`config.mk`:
```
export PLATFORM = sky130hd
export DESIGN_NAME = hlsm_job_sequencer_flat
export DESIGN_NICKNAME = d
export VERILOG_FILES = /design/src/rtl/hlsm_job_sequencer_if.sv /design/src/rtl/hlsm_job_sequencer.sv /design/src/flat_wrapper.sv
export SDC_FILE = /design/constraint.sdc
export NUM_CORES = 1
export LEC_CHECK = 0
export CAP_MARGIN = 20
export CORE_MARGIN = 4
export CORE_UTILIZATION = 39
export DETAILED_ROUTE_END_ITERATION = 6
export PLACE_DENSITY_LB_ADDON = 0.25
export SYNTH_ARGS = -nofsm -noshare
export SYNTH_HDL_FRONTEND = slang
export SYNTH_SLANG_ARGS = --single-unit
```
`constraint.sdc`:
```
create_clock -name Clk -period 2 [get_ports Clk]
set_input_delay 0.5 -clock Clk [delete_from_list [all_inputs] [get_ports Clk]]
set_output_delay 0.5 -clock Clk [all_outputs]
set_load 0.005 [all_outputs]
```
`src/rtl/hlsm_job_sequencer_if.sv`:
```
// hlsm_job_sequencer_if
//   Bundles the three streams around the HLSM job sequencer:
//     - operand stream   : in_valid / in_ready / in_a / in_b / in_c
//     - core launch port : hlsm_start / hlsm_done / hlsm_a..c / hlsm_z / hlsm_x
//     - result stream    : out_valid / out_ready / out_z / out_x / out_err
//   master : the sequencer's view (drives in_ready, hlsm_*, out_*)
//   slave  : the environment's view (upstream source, core, downstream sink)
//
// Handshake rule for both streams: a transfer happens on a rising Clk edge
// where valid and ready are both high. Once the sequencer raises out_valid,
// it holds out_valid and the result fields stable until that transfer.
interface hlsm_job_sequencer_if #(
  parameter int DATA_W = 32
);
  logic              in_valid;
  logic              in_ready;
  logic [DATA_W-1:0] in_a;
  logic [DATA_W-1:0] in_b;
  logic [DATA_W-1:0] in_c;

  logic              hlsm_start;
  logic              hlsm_done;
  logic [DATA_W-1:0] hlsm_a;
  logic [DATA_W-1:0] hlsm_b;
  logic [DATA_W-1:0] hlsm_c;
  logic [DATA_W-1:0] hlsm_z;
  logic [DATA_W-1:0] hlsm_x;

  logic              out_valid;
  logic              out_ready;
  logic [DATA_W-1:0] out_z;
  logic [DATA_W-1:0] out_x;
  logic              out_err;

  modport master (
    input  in_valid, in_a, in_b, in_c,
    output in_ready,
    output hlsm_start, hlsm_a, hlsm_b, hlsm_c,
    input  hlsm_done, hlsm_z, hlsm_x,
    output out_valid, out_z, out_x, out_err,
    input  out_ready
  );

  modport slave (
    output in_valid, in_a, in_b, in_c,
    input  in_ready,
    input  hlsm_start, hlsm_a, hlsm_b, hlsm_c,
    output hlsm_done, hlsm_z, hlsm_x,
    input  out_valid, out_z, out_x, out_err,
    output out_ready
  );
endinterface

```
`src/rtl/hlsm_job_sequencer.sv`:
```
// hlsm_job_sequencer
//   Wraps the generated HLSM datapath core. Accepts one operand triple,
//   holds it stable on hlsm_a/b/c, pulses hlsm_start for one cycle, waits
//   for hlsm_done, captures hlsm_z/hlsm_x and offers them on the result
//   stream. Only one job is in flight at a time.
//
// Ports:
//   Clk        rising-edge clock
//   Rst        synchronous, active-high reset
//   bus        hlsm_job_sequencer_if.master (operand, core and result ports)
//   busy       high whenever the FSM is not IDLE
//   job_count  completed jobs (timeouts included), wraps at 2^CNT_W
//   dbg_state  current FSM state (0 IDLE, 1 LAUNCH, 2 WAIT, 3 HOLD)
//
// Optional feature macro: HLSM_SEQ_TIMEOUT_EN
//   Defined   : WAIT aborts after TIMEOUT_CYC cycles without hlsm_done and
//               returns out_err=1 with zero results.
//   Undefined : WAIT waits forever, out_err is always 0.
module hlsm_job_sequencer #(
  parameter int DATA_W      = 32,
  parameter int TIMEOUT_CYC = 64,
  parameter int CNT_W       = 16
) (
  input  logic             Clk,
  input  logic             Rst,
  hlsm_job_sequencer_if.master bus,
  output logic             busy,
  output logic [CNT_W-1:0] job_count,
  output logic [1:0]       dbg_state
);

  localparam logic [1:0] S_IDLE   = 2'd0;
  localparam logic [1:0] S_LAUNCH = 2'd1;
  localparam logic [1:0] S_WAIT   = 2'd2;
  localparam logic [1:0] S_HOLD   = 2'd3;

  if (TIMEOUT_CYC < 1) begin : g_bad_timeout
    $error("hlsm_job_sequencer: TIMEOUT_CYC must be at least 1");
  end

  logic [1:0]        state;
  logic [DATA_W-1:0] a_q, b_q, c_q;
  logic [DATA_W-1:0] z_q, x_q;
  logic              err_q;
  logic              tmo_hit;

`ifdef HLSM_SEQ_TIMEOUT_EN
  localparam int TW = $clog2(TIMEOUT_CYC + 1);
  logic [TW-1:0] tmo_cnt;

  // Cleared in LAUNCH so every WAIT starts from zero. It counts WAIT cycles
  // without Done; the cycle where it already holds TIMEOUT_CYC-1 is the
  // TIMEOUT_CYC-th such cycle, which is where the abort fires.
  always_ff @(posedge Clk) begin
    if (Rst || state == S_LAUNCH) begin
      tmo_cnt <= '0;
    end else if (state == S_WAIT && !bus.hlsm_done) begin
      tmo_cnt <= tmo_cnt + 1'b1;
    end
  end

  assign tmo_hit = (tmo_cnt == TW'(TIMEOUT_CYC - 1));
`else
  assign tmo_hit = 1'b0;
`endif

  always_ff @(posedge Clk) begin
    if (Rst) begin
      state     <= S_IDLE;
      a_q       <= '0;
      b_q       <= '0;
      c_q       <= '0;
      z_q       <= '0;
      x_q       <= '0;
      err_q     <= 1'b0;
      job_count <= '0;
    end else begin
      case (state)
        S_IDLE: begin
          // in_ready is high in IDLE, so in_valid alone completes the transfer.
          if (bus.in_valid) begin
            a_q   <= bus.in_a;
            b_q   <= bus.in_b;
            c_q   <= bus.in_c;
            state <= S_LAUNCH;
          end
        end
        S_LAUNCH: begin
          state <= S_WAIT;
        end
        S_WAIT: begin
          // Done takes priority over a timeout landing on the same cycle.
          if (bus.hlsm_done) begin
            z_q       <= bus.hlsm_z;
            x_q       <= bus.hlsm_x;
            err_q     <= 1'b0;
            job_count <= job_count + 1'b1;
            state     <= S_HOLD;
          end else if (tmo_hit) begin
            z_q       <= '0;
            x_q       <= '0;
            err_q     <= 1'b1;
            job_count <= job_count + 1'b1;
            state     <= S_HOLD;
          end
        end
        S_HOLD: begin
          // Always pass through IDLE, so a triple waiting here is taken
          // no earlier than the IDLE cycle that follows.
          if (bus.out_ready) begin
            state <= S_IDLE;
          end
        end
        default: state <= S_IDLE;
      endcase
    end
  end

  assign bus.in_ready   = (state == S_IDLE);
  assign bus.hlsm_start = (state == S_LAUNCH);
  assign bus.hlsm_a     = a_q;
  assign bus.hlsm_b     = b_q;
  assign bus.hlsm_c     = c_q;
  assign bus.out_valid  = (state == S_HOLD);
  assign bus.out_z      = z_q;
  assign bus.out_x      = x_q;
  assign bus.out_err    = err_q;
  assign busy           = (state != S_IDLE);
  assign dbg_state      = state;

endmodule
```
`src/flat_wrapper.sv`:
```
// flat-port wrapper written by rule: the top's interface ports become plain ports
module hlsm_job_sequencer_flat 
#(
  parameter int DATA_W      = 32,
  parameter int TIMEOUT_CYC = 64,
  parameter int CNT_W       = 16
)
  (Clk, Rst, busy, job_count, dbg_state, bus_in_valid, bus_in_a, bus_in_b, bus_in_c, bus_in_ready, bus_hlsm_start, bus_hlsm_a, bus_hlsm_b, bus_hlsm_c, bus_hlsm_done, bus_hlsm_z, bus_hlsm_x, bus_out_valid, bus_out_z, bus_out_x, bus_out_err, bus_out_ready);
  hlsm_job_sequencer_if #(.DATA_W(DATA_W)) bus_i ();
  input  logic Clk;
  input  logic Rst;
  output logic busy;
  output logic [CNT_W-1:0] job_count;
  output logic [1:0] dbg_state;
  input wire logic [$bits(bus_i.in_valid)-1:0] bus_in_valid;
  input wire logic [$bits(bus_i.in_a)-1:0] bus_in_a;
  input wire logic [$bits(bus_i.in_b)-1:0] bus_in_b;
  input wire logic [$bits(bus_i.in_c)-1:0] bus_in_c;
  output wire logic [$bits(bus_i.in_ready)-1:0] bus_in_ready;
  output wire logic [$bits(bus_i.hlsm_start)-1:0] bus_hlsm_start;
  output wire logic [$bits(bus_i.hlsm_a)-1:0] bus_hlsm_a;
  output wire logic [$bits(bus_i.hlsm_b)-1:0] bus_hlsm_b;
  output wire logic [$bits(bus_i.hlsm_c)-1:0] bus_hlsm_c;
  input wire logic [$bits(bus_i.hlsm_done)-1:0] bus_hlsm_done;
  input wire logic [$bits(bus_i.hlsm_z)-1:0] bus_hlsm_z;
  input wire logic [$bits(bus_i.hlsm_x)-1:0] bus_hlsm_x;
  output wire logic [$bits(bus_i.out_valid)-1:0] bus_out_valid;
  output wire logic [$bits(bus_i.out_z)-1:0] bus_out_z;
  output wire logic [$bits(bus_i.out_x)-1:0] bus_out_x;
  output wire logic [$bits(bus_i.out_err)-1:0] bus_out_err;
  input wire logic [$bits(bus_i.out_ready)-1:0] bus_out_ready;
  assign bus_i.in_valid = bus_in_valid;
  assign bus_i.in_a = bus_in_a;
  assign bus_i.in_b = bus_in_b;
  assign bus_i.in_c = bus_in_c;
  assign bus_in_ready = bus_i.in_ready;
  assign bus_hlsm_start = bus_i.hlsm_start;
  assign bus_hlsm_a = bus_i.hlsm_a;
  assign bus_hlsm_b = bus_i.hlsm_b;
  assign bus_hlsm_c = bus_i.hlsm_c;
  assign bus_i.hlsm_done = bus_hlsm_done;
  assign bus_i.hlsm_z = bus_hlsm_z;
  assign bus_i.hlsm_x = bus_hlsm_x;
  assign bus_out_valid = bus_i.out_valid;
  assign bus_out_z = bus_i.out_z;
  assign bus_out_x = bus_i.out_x;
  assign bus_out_err = bus_i.out_err;
  assign bus_i.out_ready = bus_out_ready;
  hlsm_job_sequencer #(.DATA_W(DATA_W), .TIMEOUT_CYC(TIMEOUT_CYC), .CNT_W(CNT_W)) u_core (.Clk(Clk), .Rst(Rst), .bus(bus_i), .busy(busy), .job_count(job_count), .dbg_state(dbg_state));
endmodule
```
==> parameters.txt, run 1 <==
Parameter                              Value

Outcome
  Outcome    finished, final reports clean

Floorplanning
  Vertical extent of the die    135.2 um
  Area of the core    15890 um^2
  Horizontal extent of the die    135.2 um
  Full die area    18290 um^2
  Count of pins on the block boundary    348
  Effective utilization at floorplan    39.75%
  Standard-cell row count    46

Critical path
  Critical path peak fanout    7
  Cell type group with the largest total delay on the critical path    buffers and inverters
  CP Cell Sequence    clkdlybuf4s50_1
  Worst setup path category    flip-flop to output port
  Kind of start point of the critical path    flip-flop
  Endpoint of the lowest-slack register-to-register path    u_core.job_count[15]
  Required time worst endpoint    1500 ps
  R2r startpoint    u_core.job_count[3]
  Data arrival, critical path    1460 ps
  Path depth of the worst reg2reg path    4
  Crit path max-delay cell type    sky130_fd_sc_hd__clkdlybuf4s50_1
  Critical path buffer and inverter count    1
  Type of element capturing the critical path    output port
  Setup slack of the most critical reg-to-reg path    290 ps
  Delay of the slowest cell on the worst path    570 ps

Hold path
  Worst hold stages    2
  Hold Path End    u_core.bus.hlsm_b[22]
  Worst hold-check path type    flip-flop to flip-flop
  Min-delay src    u_core.bus.hlsm_b[22]

Route
  Detailed Routing Iterations Pass 1    7
  Wirelength per Cell    15.33 um
  Via-per-instance ratio    4.728
  Post-Route WL    20870 um
  Vias post-DR    6435
  ANT nets after route    0
  DRC violation total after the first TritonRoute iteration    365
  Number of design rule violations left after detail routing    0

Power and ir drop
  Final total power    10.21 mW
  Power density over cell area    954.4 nW/um^2
  Maximum vdd drop    0.5375 mV
  Leakage component of the power    3.862 nW

Clocking
  Clk Latency, worst-skew pair    420 ps
  TritonCTS clock tree    done
  Number of post-CTS setup repair buffers    0
  Level count of the clock H-tree    4
  Number of CTS-inserted buffers    17
  TritonCTS sink count    178
  Post-cts hold buffer count    0
  Cell at the root of the clock tree    sky130_fd_sc_hd__clkbuf_16
  Clk pin slew, worst setup/hold paths    60 ps
  Buffer depth of the longest clock path    2

Place
  GPL Wtd Cong    0.7873
  Buffers on Ports    346
  Estimated wirelength of the detail-placed design    15230 um

Yosys
  Synthesized netlist cell count    799
  Sequential fraction of the synthesis area    56.43%
  Total number of yosys warnings    0
  Net count after synthesis    969
  Post-synth cell types    31
  Synth Register Bits    178
  Average size of a mapped cell    7.903 um^2
  Ys async rst share    0%
  Most used flip-flop cell after synthesis    sky130_fd_sc_hd__dfxtp_1
  Synthesized area    6315 um^2
  Number of enable-type register cells in the synthesized netlist    0

Cells and area
  # diodes    0
  Fin nets    1303
  Most frequent cells in the layout    341 x sky130_fd_sc_hd__clkdlybuf4s50_1, 328 x sky130_fd_sc_hd__nand2_1, 178 x sky130_fd_sc_hd__dfxtp_1, 166 x sky130_fd_sc_hd__a21oi_1, 18 x sky130_fd_sc_hd__buf_4
  Area overhead of the layout relative to synthesis    69.43%
  Leading cell type in the layout, fill and taps excluded    sky130_fd_sc_hd__clkdlybuf4s50_1
  Fraction of layout cells with a size suffix above 1    5.764%

Global routing
  Initial antenna violation count    1
  Routing usage on met2    36.59%
  GR Layer Usage met1    24.25%
  Global-route wire length before repair    31310 um
  Layer carrying the most global-route usage    met2
  Largest net degree at the start of global routing    63
  Overflow after GRT    0
  Number of global-route vias before repair    5902
  Global router's overall resource usage    21.58%
  Met3 track demand over resource in global routing    8.915%

Run
  Max-cap violations    0

STA
  Finish-stage setup viols    0
  Final TNS setup    0 ps
  Max Clk Rate    0.5115 GHz
  Clock period minus final worst setup slack    1955 ps
  RSZ-0062 raised after global routing    no
  Setup Skew    9.125 ps
  Worst hold-check slack    452.6 ps
  Final Max Tran Viols    0
  Final number of hold-violating endpoints    0
  Share of the cycle needed by the critical path after routing    97.76%
## cell families after synthesis
kind of cell	count (synthesis)	synth area share [%]
AOI/OAI and AO/OA	172	13.85
xor gates and xnor gates	10	1.387
adders and majority gates	5	0.9907
buffers and inverters	63	3.963
DFF	178	56.43
muxes	1	0.1585
other	1	0.05938
and+or+nand+nor	369	23.16
## cell type report
| class | count | area [um^2] |
|---|---|---|
| sequential | 178 | 3563 |
| multi-input combinational | 558 | 2517 |
| fill | 1367 | 5186 |
| clock buffer | 19 | 452.9 |
| inverter | 6 | 22.52 |
| timing repair buffer | 372 | 3764 |
| clock inverter | 12 | 108.9 |
| tap | 216 | 270.3 |
## worst max-delay path by stage
stage | startpoint | cells after the start | endpoint
floorplan | u_core.dbg_state[0] | 6 | u_core.job_count[9]
global placement | bus_hlsm_done | 6 | u_core.job_count[15]
detailed placement | bus_hlsm_done | 6 | u_core.job_count[15]
global route | u_core.job_count[3] | 1 | job_count[3]
finish | u_core.job_count[3] | 1 | job_count[3]
CTS | u_core.job_count[3] | 1 | job_count[3]
## timing repair
| item | CTS | global route |
|---|---|---|
| gates resized for setup | 5 | 0 |
| endpoints found under the hold margin | 0 | 0 |
| setup endpoints to repair | 4 | 0 |
## flip-flops by register name (all words and copies together), names as in the netlist
| signal | cells |
|---|---|
| u_core.bus.hlsm_a | 32 |
| u_core.bus.hlsm_b | 32 |
| u_core.bus.hlsm_c | 32 |
| u_core.bus.out_x | 32 |
| u_core.bus.out_z | 32 |
| u_core.dbg_state | 2 |
| u_core.job_count | 16 |
## cell usage after synthesis (2+ instances only)
library cell	instances	area (um^2)
sky130_fd_sc_hd__nand2_1	330	1239
sky130_fd_sc_hd__dfxtp_1	178	3563
sky130_fd_sc_hd__a21oi_1	166	830.8
sky130_fd_sc_hd__clkbuf_1	46	172.7
sky130_fd_sc_hd__nor2_1	13	48.80
sky130_fd_sc_hd__buf_1	7	26.28
sky130_fd_sc_hd__xor2_1	7	61.31
sky130_fd_sc_hd__nand3_1	6	30.03
sky130_fd_sc_hd__ha_1	5	62.56
sky130_fd_sc_hd__inv_1	5	18.77
sky130_fd_sc_hd__nand4_1	4	25.02
sky130_fd_sc_hd__o31ai_1	4	30.03
sky130_fd_sc_hd__or4_1	4	30.03
sky130_fd_sc_hd__nor3_1	3	15.01
sky130_fd_sc_hd__xnor2_1	3	26.28
sky130_fd_sc_hd__and4_1	2	17.52
sky130_fd_sc_hd__buf_2	2	10.01
## report_power, final
part	switching, mW	leakage (nW)	internal, mW	total (mW)
Sequential	0.203	1.45	3.98	4.19
Combinational	1.30	2.14	1.54	2.83
Clock	1.41	0.275	1.78	3.19
Total	2.91	3.86	7.30	10.2
## metal layers
layer	routed length [um]	part of all wire (%)
met5	13	0.062
met4	431	2.1
met3	2143	10
met2	10220	49
met1	8055	39
## stage by stage
step / utilization (%) / instances / worst slack, ps / area, um^2
after floorplan: - / 799 / 294.7 / 6315
after detailed placement: 63.83 / 1330 / -57.91 / 10140
after global placement: 63.83 / 1330 / -27.98 / 10140
after CTS: 67.35 / 1361 / 31.47 / 10700
after global routing: 67.35 / 1361 / 1.758 / 10700
final: 67.35 / 1361 / 44.86 / 10700
(Power assumes the default switching activity.)
==> run 2: changes to the inputs <==
Settings changed: RECOVER_POWER set to 50.
==> parameters.txt, run 2 (same netlist as run 1, synthesis figures left out) <==
Parameter                              Value

Place
  Buffers on Ports    346
  Worst setup timing slack at the placement stage    -57.91 ps
  GPL Wtd Cong    0.7873
  Estimated wirelength of the detail-placed design    15230 um
  DP Area    10140 um^2

Critical path
  Critical path buffer and inverter count    1
  R2r startpoint    u_core.dbg_state[1]
  Delay of the slowest cell on the worst path    560 ps
  Kind of start point of the critical path    flip-flop
  Crit path max-delay cell type    sky130_fd_sc_hd__clkdlybuf4s50_1
  Startpoint of the most critical setup path    u_core.job_count[3]
  CP Cell Sequence    clkdlybuf4s50_1
  Cell type group with the largest total delay on the critical path    buffers and inverters
  Critical path peak fanout    7
  Worst setup path category    flip-flop to output port
  Required time worst endpoint    1500 ps
  Data arrival, critical path    1430 ps
  Type of element capturing the critical path    output port

STA
  RSZ-0062 raised after global routing    no
  Share of the cycle needed by the critical path after routing    96.35%
  Clock period minus final worst setup slack    1927 ps
  Finish-stage setup viols    0
  Transition time at the pin with the least slew margin    713.7 ps
  Final Max Tran Viols    0
  Worst slew margin    52.42%
  Setup WS post-layout    72.97 ps
  Max Clk Rate    0.5189 GHz
  Final number of hold-violating endpoints    0
  Setup Skew    9.762 ps
  Worst hold-check slack    451.1 ps

Cells and area
  Fin nets    1303
  Leading cell type in the layout, fill and taps excluded    sky130_fd_sc_hd__clkdlybuf4s50_1
  Non-Filler Cell Area, Final    10650 um^2
  # diodes    0
  Area overhead of the layout relative to synthesis    68.60%
  Most frequent cells in the layout    338 x sky130_fd_sc_hd__clkdlybuf4s50_1, 328 x sky130_fd_sc_hd__nand2_1, 178 x sky130_fd_sc_hd__dfxtp_1, 166 x sky130_fd_sc_hd__a21oi_1, 17 x sky130_fd_sc_hd__clkbuf_16
  Fraction of layout cells with a size suffix above 1    5.240%
  End-of-flow core utilization    67.02%

Clocking
  Clk pin slew, worst setup/hold paths    70 ps
  Number of CTS-inserted buffers    17
  Cell at the root of the clock tree    sky130_fd_sc_hd__clkbuf_16
  Clk Latency, worst-skew pair    420 ps
  Level count of the clock H-tree    4
  TritonCTS clock tree    done
  Buffer depth of the longest clock path    2
  Number of post-CTS setup repair buffers    0
  TritonCTS sink count    178

Global routing
  Largest net degree at the start of global routing    63
  Global router's overall resource usage    21.58%
  Number of global-route vias before repair    5902
  Overflow after GRT    0
  GR Layer Usage met1    24.25%
  Global-route wire length before repair    31310 um
  Met3 track demand over resource in global routing    8.915%
  Layer carrying the most global-route usage    met2
  Routing usage on met2    36.59%
  Initial antenna violation count    1

Route
  DRC violation total after the first TritonRoute iteration    383
  Number of design rule violations left after detail routing    0
  ANT nets after route    0
  Wirelength per Cell    15.30 um
  Vias post-DR    6421
  Post-Route WL    20820 um
  Detailed Routing Iterations Pass 1    7
  Via-per-instance ratio    4.718

Run
  Max-cap violations    0

Power and ir drop
  Leakage component of the power    3.833 nW
  Power density over cell area    953.6 nW/um^2
  Maximum vdd drop    0.5361 mV
  Final total power    10.15 mW

Floorplanning
  Vertical extent of the die    135.2 um
  Standard-cell row count    46
  Effective utilization at floorplan    39.75%
  Horizontal extent of the die    135.2 um
  Count of pins on the block boundary    348
  Full die area    18290 um^2
  Area of the core    15890 um^2

Hold path
  Min-delay src    u_core.bus.out_z[30]
  Worst hold-check path type    flip-flop to flip-flop

Outcome
  Outcome    finished, final reports clean
## run 2: final cells by class
cell class	count	area, um^2
Fill cell	1376	5239
Timing Repair Buffer	372	3719
Sequential cell	178	3563
Multi-Input combinational cell	558	2510
Clock buffer	19	452.9
Tap cell	216	270.3
Clock inverter	12	108.9
Inverter	6	22.52
## run 2: where the power goes
part,leakage (nW),switching (mW),internal (mW)
logic,2.11,1.29,1.49
clock network,0.275,1.41,1.78
registers,1.45,0.203,3.98
total,3.83,2.90,7.25
## run 2: worst min-delay path: cells and delay by family (launching register included)
| family | cells | cell delay [ps] |
|---|---|---|
| DFF | 1 | 310 |
| and+or+nand+nor | 1 | 50 |
| AOI/OAI and AO/OA | 1 | 50 |
## run 2: path summary, 6_finish.rpt
kind	end	slack, ps	depth (start not counted)
worst max-delay path	job_count[3]	70	1
worst min register to register	u_core.bus.out_z[30]	450	2
worst min-delay path	u_core.bus.out_z[30]	450	2
worst max register to register	u_core.bus.out_z[15]	190	7
## run 2: stage by stage
stage | TNS, ps | instances
finish | 0 | 1361
global route | 0 | 1361
CTS | 0 | 1361
detailed placement | -122.1 | 1330
global placement | -30.41 | 1330
floorplan | 0 | 799
## run 2: timing repair
action	in CTS	in global routing
endpoints found under the setup margin	4	0
resized for setup	5	0
hold buffers	0	0
## run 2: routing by layer
| metal | vias up | part of all wire [%] |
|---|---|---|
| li1 | 3246 | - |
| met1 | 2902 | 38 |
| met2 | 243 | 50 |
| met3 | 28 | 10 |
| met4 | 2 | 2.1 |
| met5 | - | 0.062 |
